[src/rtl/char_buffer_pkg.sv]
// Shared geometry, widths and FSM encoding for the character buffer arbiter.
// Derived sizes follow from the screen and cell dimensions.
package char_buffer_pkg;

    localparam int unsigned CLK_MHZ       = 50;
    localparam int unsigned SCREEN_WIDTH  = 640;
    localparam int unsigned SCREEN_HEIGHT = 480;
    localparam int unsigned CHAR_W        = 8;
    localparam int unsigned CHAR_H        = 16;
    localparam int unsigned W_CHAR        = 8;

    localparam logic [W_CHAR-1:0] CLEAR_CHAR = 8'h20;

    localparam int unsigned W_X         = $clog2(SCREEN_WIDTH);
    localparam int unsigned W_Y         = $clog2(SCREEN_HEIGHT);
    localparam int unsigned LOG2_CHAR_W = $clog2(CHAR_W);
    localparam int unsigned LOG2_CHAR_H = $clog2(CHAR_H);

    localparam int unsigned COLS   = SCREEN_WIDTH / CHAR_W;
    localparam int unsigned ROWS   = SCREEN_HEIGHT / CHAR_H;
    localparam int unsigned DEPTH  = COLS * ROWS;
    localparam int unsigned W_ADDR = $clog2(DEPTH);

    typedef enum logic {
        IDLE,
        CLEAR
    } state_t;

endpackage

[src/rtl/char_cell_addr.sv]
// Combinational pixel (x,y) to character cell index, row*COLS + col,
// built from constant shifts and adds so no multiplier is inferred.
module char_cell_addr
    import char_buffer_pkg::*;
(
    input  logic [W_X-1:0]    i_x,
    input  logic [W_Y-1:0]    i_y,
    output logic [W_ADDR-1:0] o_cell
);

    localparam int unsigned W_COL = W_X - LOG2_CHAR_W;
    localparam int unsigned W_ROW = W_Y - LOG2_CHAR_H;

    logic [W_COL-1:0]  w_col;
    logic [W_ROW-1:0]  w_row;
    logic [W_ADDR-1:0] w_row_base;
    logic              w_unused_lsbs;

    assign w_col = i_x[W_X-1:LOG2_CHAR_W];
    assign w_row = i_y[W_Y-1:LOG2_CHAR_H];

    // Sub-cell pixel offsets do not affect the cell index.
    assign w_unused_lsbs = ^{i_x[LOG2_CHAR_W-1:0], i_y[LOG2_CHAR_H-1:0]};

    // One shifted copy of the row per set bit of COLS (80 = 64 + 16).
    always_comb begin
        w_row_base = '0;
        for (int unsigned b = 0; b < W_ADDR; b++) begin
            if (COLS[b]) begin
                w_row_base = w_row_base + (W_ADDR'(w_row) << b);
            end
        end
    end

    assign o_cell = w_row_base + W_ADDR'(w_col);

endmodule

[src/rtl/char_buffer_arbiter.sv]
// Arbitrates the single-port character RAM between display fetch (highest
// priority), a valid/ready writer and a clear-screen fill sequence.
module char_buffer_arbiter
    import char_buffer_pkg::*;
(
    input  logic              clk,
    input  logic              rst,
    input  logic              display_on,
    input  logic [W_X-1:0]    x,
    input  logic [W_Y-1:0]    y,
    input  logic              wr_valid,
    output logic              wr_ready,
    input  logic [W_ADDR-1:0] wr_addr,
    input  logic [W_CHAR-1:0] wr_data,
    input  logic              clear_req,
    output logic              busy,
    output logic [W_CHAR-1:0] char_code,
    output logic              char_valid,
    output logic [W_ADDR-1:0] mem_addr,
    output logic              mem_we,
    output logic [W_CHAR-1:0] mem_wdata,
    input  logic [W_CHAR-1:0] mem_rdata
);

    state_t            r_state;
    state_t            w_state_next;
    logic [W_ADDR-1:0] r_clr_cnt;
    logic [W_ADDR-1:0] w_clr_cnt_next;
    logic              w_clr_issue;

    logic [W_X-1:0]    r_x_prev;
    logic              w_trigger;
    logic [W_ADDR-1:0] w_cell;
    logic              r_fetch_d1;
    logic              r_fetch_d2;

    logic              w_wr_accept;
    logic              w_wr_in_range;

    logic [W_ADDR-1:0] r_mem_addr;
    logic              r_mem_we;
    logic [W_CHAR-1:0] r_mem_wdata;
    logic [W_CHAR-1:0] r_char_code;
    logic              r_char_valid;

    char_cell_addr u_cell_addr (
        .i_x    (x),
        .i_y    (y),
        .o_cell (w_cell)
    );

    // A fetch is due on the first clk of each new cell column; x holds for 2 clk.
    assign w_trigger = display_on
                    && (x[LOG2_CHAR_W-1:0] == '0)
                    && (x != r_x_prev);

    assign wr_ready      = !rst && (r_state == IDLE) && !w_trigger;
    assign w_wr_accept   = wr_valid && wr_ready;
    assign w_wr_in_range = (wr_addr < W_ADDR'(DEPTH));
    assign busy          = (r_state == CLEAR);

    always_ff @(posedge clk) begin
        if (rst) begin
            r_state   <= IDLE;
            r_clr_cnt <= '0;
        end else begin
            r_state   <= w_state_next;
            r_clr_cnt <= w_clr_cnt_next;
        end
    end

    // Clear stalls on fetch cycles so no cell is skipped or written twice.
    always_comb begin
        w_state_next   = r_state;
        w_clr_cnt_next = r_clr_cnt;
        w_clr_issue    = 1'b0;
        unique case (r_state)
            IDLE: begin
                if (clear_req) begin
                    w_state_next   = CLEAR;
                    w_clr_cnt_next = '0;
                end
            end
            CLEAR: begin
                if (!w_trigger) begin
                    w_clr_issue = 1'b1;
                    if (r_clr_cnt == W_ADDR'(DEPTH - 1)) begin
                        w_state_next   = IDLE;
                        w_clr_cnt_next = '0;
                    end else begin
                        w_clr_cnt_next = r_clr_cnt + 1'b1;
                    end
                end
            end
            default: begin
                w_state_next = IDLE;
            end
        endcase
    end

    always_ff @(posedge clk) begin
        if (rst) begin
            r_x_prev     <= '1;
            r_fetch_d1   <= 1'b0;
            r_fetch_d2   <= 1'b0;
            r_mem_addr   <= '0;
            r_mem_we     <= 1'b0;
            r_mem_wdata  <= '0;
            r_char_code  <= '0;
            r_char_valid <= 1'b0;
        end else begin
            r_x_prev     <= x;
            r_fetch_d1   <= w_trigger;
            r_fetch_d2   <= r_fetch_d1;
            r_char_valid <= r_fetch_d2;
            if (r_fetch_d2) begin
                r_char_code <= mem_rdata;
            end

            r_mem_we <= 1'b0;
            if (w_trigger) begin
                r_mem_addr <= w_cell;
            end else if (w_clr_issue) begin
                r_mem_we    <= 1'b1;
                r_mem_addr  <= r_clr_cnt;
                r_mem_wdata <= CLEAR_CHAR;
            end else if (w_wr_accept && w_wr_in_range) begin
                r_mem_we    <= 1'b1;
                r_mem_addr  <= wr_addr;
                r_mem_wdata <= wr_data;
            end
        end
    end

    assign mem_addr   = r_mem_addr;
    assign mem_we     = r_mem_we;
    assign mem_wdata  = r_mem_wdata;
    assign char_code  = r_char_code;
    assign char_valid = r_char_valid;

endmodule

[config.mk]
export PLATFORM = sky130hd
export DESIGN_NAME = char_buffer_arbiter
export DESIGN_NICKNAME = d
export VERILOG_FILES = /design/src/rtl/char_buffer_pkg.sv /design/src/rtl/char_cell_addr.sv /design/src/rtl/char_buffer_arbiter.sv
export SDC_FILE = /design/constraint.sdc
export NUM_CORES = 1
export LEC_CHECK = 0
export BUFFER_PORTS_ARGS = -buffer_cell sky130_fd_sc_hd__buf_2
export CAP_MARGIN = 25
export CORE_MARGIN = 1
export CORE_UTILIZATION = 46
export DETAILED_ROUTE_END_ITERATION = 8
export PLACE_DENSITY = 0.83
export SLEW_MARGIN = 20
export SYNTH_ARGS = -nofsm -noshare
export SYNTH_HDL_FRONTEND = slang
export SYNTH_SLANG_ARGS = --single-unit
[constraint.sdc]
create_clock -name clk -period 2.3 [get_ports clk]
set_input_delay 0.23 -clock clk [delete_from_list [all_inputs] [get_ports clk]]
set_output_delay 0.23 -clock clk [all_outputs]
set_load 0.005 [all_outputs]
==> results.toml <==
[placement]
dp_hpwl_mm = 4.92
dp.cells = 427
place_area_sq_um = 3280
routabilityCongestion = 0.866
portBuffers = 79

[global_route]
grtUsageMet1_pct = 27.7
grt_use_met3_pct = 3.89
grt_pass1_wl_mm = 10.2
grt_busiest_layer = "met2"
antenna_found_initial = 0
grt_pass1_vias = 2164
overflow = 0
grt_use_total_pct = 20.9
grt_max_degree = 21
grtUsageMet2_pct = 34.1

[synth]
syn-num-nets = 341
synth_edf_count = 0
syn-mean-instance-area_sq_um = 9.96
ys_top_cells_by_area = "dfxtp_1 (40%), mux2i_1 (6.9%), ha_1 (4.5%)"
yosys.area.top_type = "dfxtp_1"
seq_area_frac_synth_pct = 39.9
synth_top_area_share_pct = 39.9
ys_ff_latch = 55
synth_warnings = 0
synthTopCellsByCount = "dfxtp_1 (55), mux2i_1 (19), nor2_1 (19)"
syn-cell-area_sq_um = 2760
synth_cells = 277
ys_types = 52
ys_async_sr_fraction_pct = 0
synth_flop_cell = "dfxtp_1"
yosysMostFrequentCell = "dfxtp_1"

[timing]
rsz0062_at_grt = "no"
setup_viol = 0
period_minus_slack_ns = 2.10
max_freq_mhz = 475
slew_viol_final = 0
hold_viol_final = 0
relSlewSlack_pct = 39.5
tns_ns = 0
holdWs_ns = 0.134
finClkSkew_ns = 0.00876
min_period_over_period_pct = 91.4
tightest_slew_ns = 0.908

[final_layout]
nets = 426
diodes = 0
utilization_pct = 59.8
syn_to_final_growth_pct = 22.3
final_cells = 435
nFillCells = 492
final_area_sq_um = 3370
layout-drive-gt1-share_pct = 36.6

[clock_tree]
cts_setup_buffers = 0
cts_buffer_depth = 2
postCtsHoldBufs = 0
clock-sinks = 55
numCtsBuffers = 5
h-tree-depth = 2
cts.repair.resized = 0
worst_skew_pair.late_latency_ns = 0.31
clk_pin_slew_ns = 0.10
cts_tree = "done"
clock-root-buffer = "clkbuf_8"

[worst_setup_path]
critPathKind = "flip-flop to primary output"
endpoint_kind = "primary output"
crit_family = "compound AO/OA/AOI/OAI gates"
start_kind = "flip-flop"
ff2ff_path_depth = 5
r2r_start = "r_clr_cnt[0]"
rr_endpoint = "r_clr_cnt[2]"
required_ns = 2.07
cp_cell_sequence = "xnor2_1, nand4_1, o31ai_2, nand2b_1, nor2_1, buf_2"
cp_num_buf_inv = 1
cp.arrival_ns = 1.87
critPathSlowestCell = "o31ai_2"
rrSetupSlack_ns = 0.22
cpPeakStageDelay_ns = 0.50
path_max_fanout = 5

[floorplan]
dieArea_sq_um = 6310
placementRows = 27
core_area_sq_um = 5640
io_pins = 84
die_x_um = 79.4
start_util_pct = 48.9
die_y_um = 79.4

[detailed_routing]
drtPass1Iterations = 4
vias_per_cell = 5.32
drtIter0Drc = 135
num_vias = 2316
drt_wl_total_mm = 6.29
drc = 0
ant_nets = 0
routedWlPerCell_um = 14.5

[hold_path]
min_to = "mem_wdata[7]"
hp-start = "wr_data[7]"
worstHoldPathType = "input pin to flip-flop"
hold_path_depth = 2

[status]
status = "completed"

[power]
power.leakage_nw = 1.49
vdd_drop_max_v = 0.000308
p_per_area_nw_per_um2 = 559

[run]
cap_violations = 0
worst reg2reg max path, stage by stage, from the launching register on:
cell	delay, ns
dfxtp_1	0.40
ha_1	0.29
nand4_1	0.22
nor4_4	0.55
nor3_4	0.15
a311o_1	0.38
stage by stage:
step	setup WS, ns	total power [mW]
after floorplan	0.0988	1.23
after global placement	-0.0450	1.36
after detailed placement	-0.109	1.37
after CTS	0.177	1.91
after global routing	0.0862	1.98
final	0.197	1.88
cells by family (layout without fill, tap and decap cells):
| family | Yosys count | in the layout | synth area share (%) |
|---|---|---|---|
| and+or+nand+nor | 90 | 90 | 19.9 |
| DFF | 55 | 55 | 39.9 |
| AOI/OAI and AO/OA | 51 | 51 | 14.1 |
| muxes | 31 | 31 | 11.8 |
| buffers and inverters | 22 | 108 | 3.27 |
| xor gates and xnor gates | 16 | 16 | 5.08 |
| adders and majority gates | 12 | 12 | 5.99 |
metal layers:
layer / up-vias / wire length [um]
li1: 1175 / -
met1: 1066 / 2850
met2: 68 / 3030
met3: 7 / 347
met4: 0 / 62
met5: - / 0
flip-flops by register name, indices dropped and copies added (netlist names):
name	cells
r_x_prev	10
mem_we	1
busy	1
char_valid	1
mem_addr	12
r_clr_cnt	12
r_fetch_d2	1
r_fetch_d1	1
char_code	8
mem_wdata	8
how the worst max path moves through the flow:
stage                      startpoint           end  slack, ns  cells past startpoint
after global placement           y[4]  mem_addr[10]      -0.04                     10
after CTS                 r_x_prev[6]      wr_ready       0.18                      6
final                     r_x_prev[6]      wr_ready       0.20                      6
after detailed placement         y[4]  mem_addr[10]      -0.11                     10
after floorplan                  y[4]   mem_addr[9]        0.1                      9
after global routing      r_x_prev[6]      wr_ready       0.09                      6
layout make-up:
class	instances	area, sq um	share of cell area (%)
Clock buffer	5	68.8	2.04
Clock inverter	3	22.5	0.668
Inverter	8	30.0	0.891
Multi-Input combinational cell	200	1570	46.5
Sequential cell	55	1100	32.7
Tap cell	72	90.1	2.67
Timing Repair Buffer	92	493	14.6
report_power, final:
group	switching [mW]	internal, mW	leakage, nW	total (mW)
Clock	0.318	0.219	0.0485	0.536
Combinational	0.166	0.170	0.993	0.336
Sequential	0.0211	0.990	0.450	1.01
Total	0.505	1.38	1.49	1.88
cells in the final DEF, fill, tap and decap left out, types with 5 or more instances in the layout:
cell type	count
a21oi_1	7
a22o_1	7
buf_2	79
buf_4	13
clkbuf_8	5
dfxtp_1	55
ha_1	10
inv_1	8
mux2_2	11
mux2i_1	19
nand2_1	12
nand3b_1	7
nor2_1	19
nor4_1	7
o21ai_1	8
or2_2	10
xnor2_1	13
Power figures use the tool's default switching activity.
